===== src/rtl/gmem_rd_arbiter.sv =====
// gmem_rd_arbiter: round-robin N-channel AXI4 read arbiter with ID-routed R beats, outstanding limits and sticky errors
module gmem_rd_arbiter #(
  parameter int NUM_CH          = 4,
  parameter int ADDR_WIDTH      = 42,
  parameter int DATA_WIDTH      = 512,
  parameter int ID_WIDTH        = 4,
  parameter int MAX_OUTSTANDING = 8
) (
  input  logic                         ap_clk,
  input  logic                         ap_rst,
  input  logic [NUM_CH-1:0]            ch_arvalid,
  output logic [NUM_CH-1:0]            ch_arready,
  input  logic [NUM_CH*ADDR_WIDTH-1:0] ch_araddr,
  input  logic [NUM_CH*8-1:0]          ch_arlen,
  output logic [NUM_CH-1:0]            ch_rvalid,
  input  logic [NUM_CH-1:0]            ch_rready,
  output logic [DATA_WIDTH-1:0]        ch_rdata,
  output logic                         ch_rlast,
  output logic [NUM_CH-1:0]            ch_err,
  output logic                         m_axi_gmem_ARVALID,
  input  logic                         m_axi_gmem_ARREADY,
  output logic [ADDR_WIDTH-1:0]        m_axi_gmem_ARADDR,
  output logic [ID_WIDTH-1:0]          m_axi_gmem_ARID,
  output logic [7:0]                   m_axi_gmem_ARLEN,
  output logic [2:0]                   m_axi_gmem_ARSIZE,
  output logic [1:0]                   m_axi_gmem_ARBURST,
  input  logic                         m_axi_gmem_RVALID,
  output logic                         m_axi_gmem_RREADY,
  input  logic [DATA_WIDTH-1:0]        m_axi_gmem_RDATA,
  input  logic                         m_axi_gmem_RLAST,
  input  logic [ID_WIDTH-1:0]          m_axi_gmem_RID,
  input  logic [1:0]                   m_axi_gmem_RRESP
);
  localparam int CW = NUM_CH > 1 ? $clog2(NUM_CH) : 1;
  typedef enum logic {IDLE, HOLD} state_t;
  state_t state, state_nxt;
  logic [CW-1:0] ptr, win, idx, rid_idx;
  logic [NUM_CH-1:0] elig;
  logic [7:0] cnt [NUM_CH];
  logic found, grant, rid_ok, hs, dec;
  assign m_axi_gmem_ARSIZE  = 3'($clog2(DATA_WIDTH/8));
  assign m_axi_gmem_ARBURST = 2'b01;
  assign m_axi_gmem_ARVALID = state == HOLD;
  assign ch_rdata = m_axi_gmem_RDATA;
  assign ch_rlast = m_axi_gmem_RLAST;
  assign rid_ok   = int'(m_axi_gmem_RID) < NUM_CH;
  assign rid_idx  = CW'(m_axi_gmem_RID);
  assign ch_rvalid = rid_ok && m_axi_gmem_RVALID ? NUM_CH'(1) << rid_idx : '0;
  assign m_axi_gmem_RREADY = rid_ok ? ch_rready[rid_idx] : 1'b1;
  assign hs  = m_axi_gmem_RVALID && m_axi_gmem_RREADY;
  assign dec = hs && rid_ok && m_axi_gmem_RLAST && cnt[rid_idx] != 8'd0;
  // a channel may compete only while below its outstanding-burst limit
  always_comb begin
    elig = '0;
    for (int i = 0; i < NUM_CH; i++) elig[i] = ch_arvalid[i] && cnt[i] < 8'(MAX_OUTSTANDING);
  end
  // round-robin search starting just after the last winner
  always_comb begin
    found = 1'b0;
    win = ptr;
    idx = '0;
    for (int k = 1; k <= NUM_CH; k++) begin
      idx = CW'((int'(ptr) + k) % NUM_CH);
      if (!found && elig[idx]) begin
        found = 1'b1;
        win = idx;
      end
    end
  end
  // a new grant is possible when no AR is pending or the pending one is being accepted
  always_comb begin
    grant = !ap_rst && found && (state == IDLE || m_axi_gmem_ARREADY);
    ch_arready = grant ? NUM_CH'(1) << win : '0;
    state_nxt = grant || (state == HOLD && !m_axi_gmem_ARREADY) ? HOLD : IDLE;
  end
  // AR state, pointer and registered AR fields of the granted channel
  always_ff @(posedge ap_clk) begin
    if (ap_rst) begin
      state <= IDLE;
      ptr <= CW'(NUM_CH - 1);
      m_axi_gmem_ARADDR <= '0;
      m_axi_gmem_ARLEN <= '0;
      m_axi_gmem_ARID <= '0;
    end else begin
      state <= state_nxt;
      if (grant) begin
        ptr <= win;
        m_axi_gmem_ARADDR <= ch_araddr[win*ADDR_WIDTH +: ADDR_WIDTH];
        m_axi_gmem_ARLEN <= ch_arlen[win*8 +: 8];
        m_axi_gmem_ARID <= ID_WIDTH'(win);
      end
    end
  end
  // per-channel bursts in flight: +1 on grant, -1 on last beat, never below zero
  always_ff @(posedge ap_clk) begin
    for (int i = 0; i < NUM_CH; i++)
      cnt[i] <= ap_rst ? 8'd0 : cnt[i] + 8'(grant && win == CW'(i)) - 8'(dec && rid_idx == CW'(i));
  end
  // sticky errors: unknown RID flags everyone, bad RRESP or stray RLAST flags the owner
  always_ff @(posedge ap_clk) begin
    if (ap_rst) ch_err <= '0;
    else if (hs && !rid_ok) ch_err <= '1;
    else if (hs && (m_axi_gmem_RRESP != 2'b00 || (m_axi_gmem_RLAST && cnt[rid_idx] == 8'd0))) ch_err[rid_idx] <= 1'b1;
  end
endmodule


===== config.mk =====
export PLATFORM = sky130hd
export DESIGN_NAME = gmem_rd_arbiter
export DESIGN_NICKNAME = d
export VERILOG_FILES = /design/src/rtl/gmem_rd_arbiter.sv
export SDC_FILE = /design/constraint.sdc
export NUM_CORES = 1
export LEC_CHECK = 0
export BUFFER_PORTS_ARGS = -buffer_cell sky130_fd_sc_hd__clkbuf_2
export CAP_MARGIN = 0
export CELL_PAD_IN_SITES_DETAIL_PLACEMENT = 0
export CELL_PAD_IN_SITES_GLOBAL_PLACEMENT = 1
export CORE_AREA = 2 2 508 510
export DETAILED_ROUTE_END_ITERATION = 16
export DIE_AREA = 0 0 510 512
export PLACE_DENSITY = 0.3
export RECOVER_POWER = 50
export SYNTH_ARGS = -nofsm -noshare
export SYNTH_HDL_FRONTEND = slang
export SYNTH_SLANG_ARGS = --single-unit

===== constraint.sdc =====
create_clock -name ap_clk -period 9.5 [get_ports ap_clk]
set_clock_uncertainty 0.05 [all_clocks]
set_input_delay 0.475 -clock ap_clk [delete_from_list [all_inputs] [get_ports ap_clk]]
set_output_delay 0.475 -clock ap_clk [all_outputs]
set_load 0.005 [all_outputs]

==> results of run 1 <==
layout make-up:
class | count | area (µm²)
Fill cell | 30310 | 244200
Sequential cell | 91 | 1822
Tap cell | 3384 | 4234
Antenna cell | 3 | 7.507
Timing Repair Buffer | 294 | 1494
Clock buffer | 9 | 225.2
Multi-Input combinational cell | 439 | 3501
Clock inverter | 7 | 81.33
Inverter | 48 | 180.2
registers in the layout (all words and copies together), names as in the netlist:
| signal | cells |
|---|---|
| cnt | 32 |
| ch_err | 4 |
| m_axi_gmem_ARVALID | 1 |
| ptr | 2 |
| m_axi_gmem_ARADDR | 42 |
| m_axi_gmem_ARLEN | 8 |
| m_axi_gmem_ARID | 2 |
layout by cell type, fill, tap and decap left out, types with 7 or more instances in the layout:
| cell | synthesis | layout |
|---|---|---|
| clkbuf_16 | 0 | 9 |
| inv_1 | 47 | 47 |
| conb_1 | 2 | 7 |
| nor3_1 | 8 | 8 |
| a21oi_1 | 17 | 17 |
| clkbuf_2 | 0 | 285 |
| nor2b_1 | 16 | 16 |
| xnor2_1 | 17 | 17 |
| dfxtp_1 | 91 | 91 |
| nor2_1 | 44 | 44 |
| nand2_1 | 58 | 57 |
| mux2i_1 | 100 | 100 |
| buf_4 | 520 | 9 |
| nor4_1 | 8 | 8 |
| o221ai_1 | 50 | 50 |
| ha_1 | 40 | 40 |
| o21bai_1 | 10 | 10 |
per-layer routing:
| layer | global-route usage [%] | routed length (µm) | vias up |
|---|---|---|---|
| met4 | 5.020 | 7155 | 2 |
| li1 | - | - | 2739 |
| met5 | 0.7222 | 254 | - |
| met3 | 13.15 | 38890 | 312 |
| met1 | 3.703 | 18160 | 2742 |
| met2 | 11.59 | 44630 | 834 |
worst max-delay path by stage:
stage / endpoint / slack (ns) / from
floorplan: cnt[3][7] / 5.91 / cnt[1][4]
global placement: cnt[2][7] / 5.10 / ch_arvalid[0]
detailed placement: cnt[2][7] / 5.12 / ch_arvalid[0]
CTS: cnt[2][7] / 5.25 / cnt[0][4]
global route: cnt[2][7] / 4.97 / cnt[0][4]
finish: cnt[2][7] / 5.34 / cnt[1][4]
cell families after synthesis:
kind of cell	Yosys count	synth area share, %
muxes	107	11.43
other	2	0.07788
AOI/OAI and AO/OA	103	8.538
adders and majority gates	44	6.021
DFF	91	18.89
buffers and inverters	602	45.21
xor gates and xnor gates	17	1.544
and+or+nand+nor	161	8.291
critical path, stage by stage (launching register included):
cell       delay [ns]
dfxtp_1          0.35
inv_1            0.08
ha_1             0.16
and4b_1          0.32
o22ai_1          0.13
a21oi_2          0.33
nand2b_4         0.20
buf_4            0.35
or2_1            0.17
ha_1             0.19
inv_1            0.06
ha_1             0.26
a21o_1           0.16
a21oi_1          0.23
o21bai_1         0.12
a2111oi_0        0.39
a211o_1          0.15
mux2_1           0.31
metrics by stage:
stage                     area, µm²  total power, mW
final                         11540            2.618
after global routing          11540            2.864
after CTS                     11540            2.748
after detailed placement      11230            2.251
after global placement        11230            2.262
after floorplan                9662            1.929
power by group through the flow:
stage / registers, mW / clock network, mW / logic (mW)
after floorplan: 0.567 / 0 / 1.36
final: 0.568 / 0.444 / 1.61
after detailed placement: 0.578 / 0 / 1.67
after CTS: 0.570 / 0.500 / 1.68
after global placement: 0.577 / 0 / 1.68
after global routing: 0.583 / 0.498 / 1.78
==> flow_summary.json, run 1 <==
{
  "outcome": "finished, final reports clean",
  "dieWidth_um": 510,
  "min_to": "m_axi_gmem_ARADDR[30]",
  "post_drt_wl_per_cell_um": 25.52,
  "syn_area_um2": 9643,
  "nNetsFinal": 1658,
  "ant_nets": 0,
  "ctsResizeCount": 0,
  "clk_path_buf_depth": 2,
  "rows": 186,
  "drv_cap": 0,
  "grt_overflow": 0,
  "holdPathStages": 3,
  "maxSlewHeadroom_pct": 44.14,
  "clkSinkCount": 91,
  "cts-root-buf": "clkbuf_16",
  "reg2regPathDepth": 17,
  "port_buffers": 285,
  "required_ns": 9.78,
  "cts_tree": "done",
  "arrival_ns": 4.43,
  "firstDrtPassIters": 4,
  "hold_path_class": "input port to register",
  "cts_buffers": 9,
  "p_sw_share_pct": 48.15,
  "finalCritPeriodShare_pct": 43.76,
  "critPathLaunchType": "register",
  "cts_setup_buffers": 0,
  "clk-insertion-delay-late_ns": 0.44,
  "grt_pass1_vias": 6856,
  "grt_max_degree": 47,
  "core_um2": 255800,
  "holdBufCountCts": 0,
  "ys_types": 57,
  "gp_congestion": 0.7213,
  "finalHoldViolations": 0,
  "synth_top_area_share_pct": 40.48,
  "dp_cells": 4256,
  "synth_top_cell_by_area": "buf_4",
  "final_cells": 4275,
  "clkTransAtPathRegs_ns": 0.12,
  "grt_pass1_wl_mm": 123.1,
  "ys_top_cells_by_count": "520 x buf_4, 100 x mux2i_1, 91 x dfxtp_1",
  "die_y_um": 512,
  "hold_start": "ch_araddr[156]",
  "drive_gt1_share_pct": 37.39,
  "grt_usage_pct": 8.011,
  "r2r_start": "cnt[1][4]",
  "seqPwrFrac_pct": 21.7,
  "ys_seq_elements": 91,
  "finalCoreUtilization_pct": 4.514,
  "power_density_nw_per_um2": 226.8,
  "clockPowerShare_pct": 17.0,
  "combinationalPowerShare_pct": 61.3,
  "antenna_found_initial": 12,
  "ioPinCount": 1317,
  "hold_ws_ns": 0.2944,
  "path_class": "register to register",
  "slew_violations": 0,
  "worstMarginPinSlew_ns": 0.8379,
  "place_ws_ns": 5.118,
  "viasPerCell": 1.551,
  "finalCriticalPeriod_ns": 4.157,
  "place_hpwl_mm": 100.7,
  "total_leakage_power_nw": 3.649,
  "syn_inst": 1127,
  "irDropWorstVdd_uv": 146.9,
  "post-route-drc-count": 0,
  "ys_warn_count": 0,
  "setup_viol": 0,
  "syn_avg_cell_area_um2": 8.556,
  "ys_async_sr_fraction_pct": 0,
  "end_kind": "register",
  "ys_seq_area_share_pct": 18.89,
  "timing.fmax_ghz": 0.2405,
  "syn_to_final_growth_pct": 19.72,
  "netlist_top_cells_area": "buf_4 40%, dfxtp_1 19%, mux2i_1 10%",
  "synth_enable_flop_cells": 0,
  "initial_utilization_pct": 3.770,
  "drt_iter0_drc": 226,
  "h-tree-depth": 3,
  "r2r_slack_ns": 5.34,
  "yosysMostFrequentCell": "buf_4",
  "cp_max_fo": 25,
  "setup_tns_ns": 0,
  "wl_mm": 109.1,
  "vias": 6629,
  "ys.flop_type": "dfxtp_1",
  "die-area_um2": 261100,
  "worst_slack_ns": 5.343,
  "reg2reg_to": "cnt[2][7]",
  "power.switching_mw": 1.261,
  "p_int_mw": 1.357,
  "rsz0062_at_grt": "false"
}
(Power assumes the default switching activity.)
==> run 2, diff against run 1 <==
- ABC_AREA: default -> 1
- CORE_AREA: 2 2 508 510 -> 2 2 513 515
- DIE_AREA: 0 0 510 512 -> 0 0 515 517
- PLACE_DENSITY: 0.3 -> 0.31
- clock period: 9.5 -> 4.25 ns (I/O delays scaled with it)
==> flow_summary.json, run 2 <==
{
  "drive_gt1_share_pct": 26.26,
  "path_class": "register to register",
  "top_register": "m_axi_gmem_ARADDR",
  "finalCritPeriodShare_pct": 87.68,
  "post_drt_wl_per_cell_um": 22.20,
  "arrival_ns": 4.01,
  "outcome": "finished, final reports clean",
  "maxSlewHeadroom_pct": 29.85,
  "grt_usage_pct": 7.375,
  "ys_seq_elements": 91,
  "ys_seq_area_share_pct": 18.25,
  "ys.flop_type": "dfxtp_1",
  "holdPathStages": 3,
  "ys_types": 27,
  "yosysMostFrequentCell": "buf_4",
  "cts_buffers": 9,
  "ioPinCount": 1317,
  "core_um2": 261100,
  "dieWidth_um": 515,
  "hold_path_class": "input port to register",
  "setup_tns_ns": 0,
  "syn_inst": 1497,
  "antenna_found_initial": 1,
  "layout_common_cells": "366 x nand2_1, 285 x clkbuf_2, 188 x nand3_1",
  "syn_to_final_growth_pct": 20.22,
  "rows": 188,
  "worstMarginPinSlew_ns": 1.052,
  "p_sw_share_pct": 59.80,
  "syn_area_um2": 9980,
  "timing.fmax_ghz": 0.2683,
  "port_buffers": 285,
  "clockPowerShare_pct": 11.3,
  "grt_overflow": 0,
  "grt_max_degree": 93,
  "ys_async_sr_fraction_pct": 0,
  "combinationalPowerShare_pct": 72.3,
  "clk_path_buf_depth": 2,
  "nNetsFinal": 2019,
  "cts_setup_buffers": 0,
  "rsz0062_at_grt": "false",
  "irDropWorstVdd_uv": 447.8,
  "drt_iter0_drc": 443,
  "synth_enable_flop_cells": 0,
  "setup_viol": 0,
  "ys_top_cells_by_count": "523 x buf_4, 368 x nand2_1, 188 x nand3_1",
  "reg.largest.list": "m_axi_gmem_ARADDR (42), cnt (32), m_axi_gmem_ARLEN (8)",
  "ctsResizeCount": 0,
  "post-route-drc-count": 0,
  "largest_register_ffs": 42,
  "synth_top_area_share_pct": 39.34,
  "power_density_nw_per_um2": 700.3,
  "gp_congestion": 0.7068,
  "syn_avg_cell_area_um2": 6.666,
  "viasPerCell": 1.728,
  "synth_top_cell_by_area": "buf_4",
  "vias": 8069,
  "reg2regPathDepth": 25,
  "register_area_um2": 1822,
  "cts_tree": "done",
  "finalCriticalPeriod_ns": 3.727,
  "required_ns": 4.54,
  "ant_nets": 0,
  "seqPwrFrac_pct": 16.3,
  "firstDrtPassIters": 5,
  "layout_commonest_cell": "nand2_1",
  "power.switching_mw": 5.025,
  "slew_violations": 0,
  "place_hpwl_mm": 93.63,
  "holdBufCountCts": 0,
  "die-area_um2": 266300,
  "end_kind": "register",
  "clkSinkCount": 91,
  "clkTransAtPathRegs_ns": 0.10,
  "cts-root-buf": "clkbuf_16",
  "die_y_um": 517,
  "wl_mm": 103.7,
  "grt_pass1_vias": 8104,
  "ys_warn_count": 0,
  "grt_pass1_wl_mm": 119.7,
  "fillCellCount": 31180,
  "total_leakage_power_nw": 4.394,
  "cp_max_fo": 9,
  "critPathLaunchType": "register",
  "finalHoldViolations": 0,
  "p_int_mw": 3.377,
  "netlist_top_cells_area": "buf_4 39%, dfxtp_1 18%, nand2_1 14%",
  "h-tree-depth": 3,
  "clk-insertion-delay-late_ns": 0.42,
  "drv_cap": 0,
  "initial_utilization_pct": 3.822,
  "multi_input_area_um2": 3709,
  "finalCoreUtilization_pct": 4.595
}
[run 2: changes by cell type in the layout (fill, tap and decap cells not counted), moves of 20 or more]
cell,change
a21oi_1,+20
mux2i_1,-100
nand2_1,+309
o221ai_1,-50
o21ai_0,+28
inv_1,+36
nand3_1,+187
[run 2: layout make-up]
cell class | instances | area share [%]
clock inverters | 6 | 0.6153
diodes | 1 | 0.02086
clock buffers | 10 | 1.908
inverters | 85 | 2.680
repair buffers | 298 | 13.01
multi-input cells | 759 | 30.91
well taps | 3420 | 35.67
flip-flops and latches | 91 | 15.18
[run 2: worst paths after layout]
kind | slack (ns) | startpoint | endpoint
max reg2reg | 0.52 | cnt[2][6] | cnt[3][6]
max | 0.52 | cnt[2][6] | cnt[3][6]
min reg2reg | 0.41 | m_axi_gmem_ARADDR[33] | m_axi_gmem_ARADDR[33]
min | 0.09 | m_axi_gmem_RID[1] | ch_err[2]
[run 2: power groups by stage]
stage          clock network [mW]  registers, mW  logic, mW
2_1_floorplan                   0           1.36       4.06
3_3_place_gp                    0           1.39       6.55
3_5_place_dp                    0           1.40       6.48
4_1_cts                      1.04           1.38       6.51
5_1_grt                      1.05           1.42       7.00
6_report                    0.953           1.37       6.08
[run 2: per-layer routing]
| layer | GRT usage (%) | wire [µm] | vias up |
|---|---|---|---|
| li1 | - | - | 3669 |
| met1 | 3.586 | 17570 | 3343 |
| met2 | 12.41 | 50010 | 687 |
| met3 | 8.926 | 27380 | 370 |
| met4 | 5.892 | 8701 | 0 |
| met5 | 0 | 0 | - |
[run 2: critical path: stages (launching register included)]
cell,delay (ns)
dfxtp_1,0.31
inv_1,0.10
ha_1,0.17
inv_1,0.05
nor2_1,0.12
nand3_1,0.16
nand3_2,0.15
nand2_2,0.11
nand4_1,0.13
nand2_1,0.10
nor2_4,0.09
buf_4,0.19
nand3_1,0.14
ha_1,0.31
inv_1,0.04
ha_1,0.19
fa_1,0.38
nand2_1,0.07
inv_1,0.04
o21ai_0,0.17
nand2_1,0.11
nand2_1,0.07
a21oi_1,0.06
nor2_1,0.11
o21ai_0,0.08
a21oi_1,0.12
[run 2: logic make-up after synthesis]
family,count (synthesis),share of synthesized area [%]
buffers and inverters,652,45.05
adders and majority gates,44,5.817
DFF,91,18.25
other,2,0.07525
xor gates and xnor gates,2,0.3261
AOI/OAI and AO/OA,70,3.623
and+or+nand+nor,636,26.86
[run 2: stage by stage]
stage               hold WS, ns  cell area [µm²]  setup slack (ns)  total power, mW  cells
floorplan                0.2316             9998            0.8180            5.421   1502
global placement         0.3750            11690            0.4877            7.945   4653
detailed placement       0.3750            11690            0.4901            7.883   4653
CTS                     0.02590            12000            0.4383            8.941   4669
global route            0.06397            12000           0.02750            9.461   4670
finish                  0.08537            12000            0.5234            8.402   4670
==> run 3, diff against run 2 <==
- REMOVE_ABC_BUFFERS: default -> 1
==> flow_summary.json, run 3 (synthesized netlist as in run 2, its figures left out) <==
{
  "outcome": "finished, final reports clean",
  "rsz0062_at_grt": "false",
  "setup_tns_ns": 0,
  "setup_viol": 0,
  "grt_max_degree": 50,
  "end_kind": "register",
  "critPathLaunchType": "register",
  "cts_setup_buffers": 0,
  "finalCriticalPeriod_ns": 3.877,
  "gp_congestion": 1.427,
  "dieWidth_um": 515,
  "core_um2": 261100,
  "finalCritPeriodShare_pct": 91.23,
  "hold_path_class": "input port to register",
  "total_leakage_power_nw": 4.555,
  "r2r_start": "cnt[2][6]",
  "place_hpwl_mm": 340.6,
  "nNetsFinal": 2061,
  "timing.fmax_ghz": 0.2579,
  "clk_path_buf_depth": 2,
  "maxSlewHeadroom_pct": 47.79,
  "slew_violations": 0,
  "reg.largest.list": "m_axi_gmem_ARADDR (42), cnt (32), m_axi_gmem_ARLEN (8)",
  "path_class": "register to register",
  "antenna_found_initial": 17,
  "top_register": "m_axi_gmem_ARADDR",
  "port_buffers": 285,
  "holdPathStages": 5,
  "hold_start": "ch_araddr[143]",
  "met1_usage_pct": 4.161,
  "clkSinkCount": 91,
  "layout_commonest_cell": "nand2_1",
  "ioPinCount": 1317,
  "reg2reg_to": "cnt[3][6]",
  "cts_buffers": 9,
  "use_met3_pct": 43.19,
  "largest_register_ffs": 42,
  "die-area_um2": 266300,
  "grt_usage_pct": 25.57,
  "reg2regPathDepth": 25,
  "initial_utilization_pct": 3.822,
  "layout_common_cells": "366 x nand2_1, 285 x clkbuf_2, 188 x nand3_1",
  "power_density_nw_per_um2": 691.7,
  "ant_nets": 0,
  "wl_mm": 350.3,
  "use_met2_pct": 43.86,
  "drt_iter0_drc": 977,
  "drive_gt1_share_pct": 25.95,
  "vias": 10760,
  "cts_tree": "done",
  "arrival_ns": 4.20,
  "syn_to_final_growth_pct": 24.41,
  "clk-insertion-delay-late_ns": 0.44,
  "drv_cap": 0,
  "worstMarginPinSlew_ns": 0.7832,
  "gr-max-usage-layer": "met2",
  "hold_ws_ns": 0.06758,
  "post_drt_wl_per_cell_um": 74.33,
  "h-tree-depth": 3,
  "r2r_slack_ns": 0.37,
  "irDropWorstVdd_uv": 441.4,
  "die_y_um": 517,
  "viasPerCell": 2.282,
  "finalHoldViolations": 0,
  "grt_pass1_wl_mm": 370.1,
  "required_ns": 4.57,
  "grt_pass1_vias": 9206,
  "grt_overflow": 0,
  "clkTransAtPathRegs_ns": 0.09,
  "worst_slack_ns": 0.3728,
  "place_ws_ns": 0.2654,
  "post-route-drc-count": 0,
  "rows": 188,
  "cts-root-buf": "clkbuf_16",
  "min_to": "m_axi_gmem_ARADDR[17]",
  "cp_max_fo": 12,
  "firstDrtPassIters": 5
}
==> run 3: cell types whose count changed in the layout (fill, tap and decap cells not counted), sizes merged <==
cell / before / now
clkinvlp: 0 / 1
inv: 87 / 89
clkinv: 3 / 0
buf: 13 / 19
diode: 1 / 2
dlygate4sd3: 0 / 36
==> run 3: power by group <==
group          total (mW)  internal (mW)  switching (mW)
clock                1.00          0.471           0.532
sequential           1.38           1.19           0.191
combinational        6.20           1.93            4.27
==> run 3: worst max path at each step <==
stage / start / end / slack (ns) / depth (start not counted)
after floorplan: ptr[0] / cnt[2][6] / -0.84 / 23
final: cnt[2][6] / cnt[3][6] / 0.37 / 25
after global placement: ptr[0] / cnt[1][6] / 0.22 / 21
after global routing: cnt[2][6] / cnt[2][6] / 0.001 / 27
after CTS: ptr[0] / m_axi_gmem_ARADDR[40] / 0.12 / 13
after detailed placement: ptr[0] / cnt[1][6] / 0.27 / 21
==> run 3: worst max-delay path, stage by stage, from the launching register on <==
cell and delay, ns:
dfxtp_1 0.31, inv_1 0.10, ha_1 0.16, inv_1 0.04, nor2_1 0.17, nand3_1 0.17, nand3_2 0.14, nand2_2 0.11
nand4_1 0.12, nand2_1 0.10, nor2_4 0.11, buf_6 0.21, nand3_1 0.18, ha_1 0.31, inv_1 0.04, ha_1 0.20
fa_1 0.39, nand2_1 0.08, inv_1 0.05, o21ai_0 0.15, nand2_1 0.11, nand2_1 0.07, a21oi_1 0.06, nor2_1 0.13
o21ai_0 0.10, a21oi_1 0.14
==> run 3: final cells by class <==
| cell class | instances | area, µm² |
|---|---|---|
| timing repair buffer | 340 | 1953 |
| antenna | 2 | 5.005 |
| tap | 3420 | 4279 |
| multi-input combinational | 759 | 3727 |
| clock buffer | 10 | 229.0 |
| inverter | 85 | 321.6 |
| fill | 31220 | 248700 |
| clock inverter | 6 | 77.57 |
| sequential | 91 | 1823 |
==> run 3: repair_timing <==
item | 4_1_cts | 5_1_grt
hold endpoints to repair | 17 | 0
setup endpoints to repair | 0 | 5
hold buffers | 36 | 0
gates resized for setup | 0 | 5
==> run 3: routing by layer <==
metal	vias up	share of wire [%]	routed length, µm
met3	222	36	124500
met4	54	8.8	30870
met1	4329	6.4	22570
met5	-	1.0	3650
met2	2397	48	168800
li1	3754	-	-
==> run 3: metrics by stage <==
step           power (mW)  utilization (%)  cells  cell area (µm²)
3_5_place_dp        7.656            4.490   4659            11720
6_report            8.588            4.755   4713            12420
5_1_grt             9.561            4.754   4712            12410
3_3_place_gp        7.734            4.490   4659            11720
4_1_cts             9.005            4.745   4711            12390
2_1_floorplan       4.744                -    935             5824
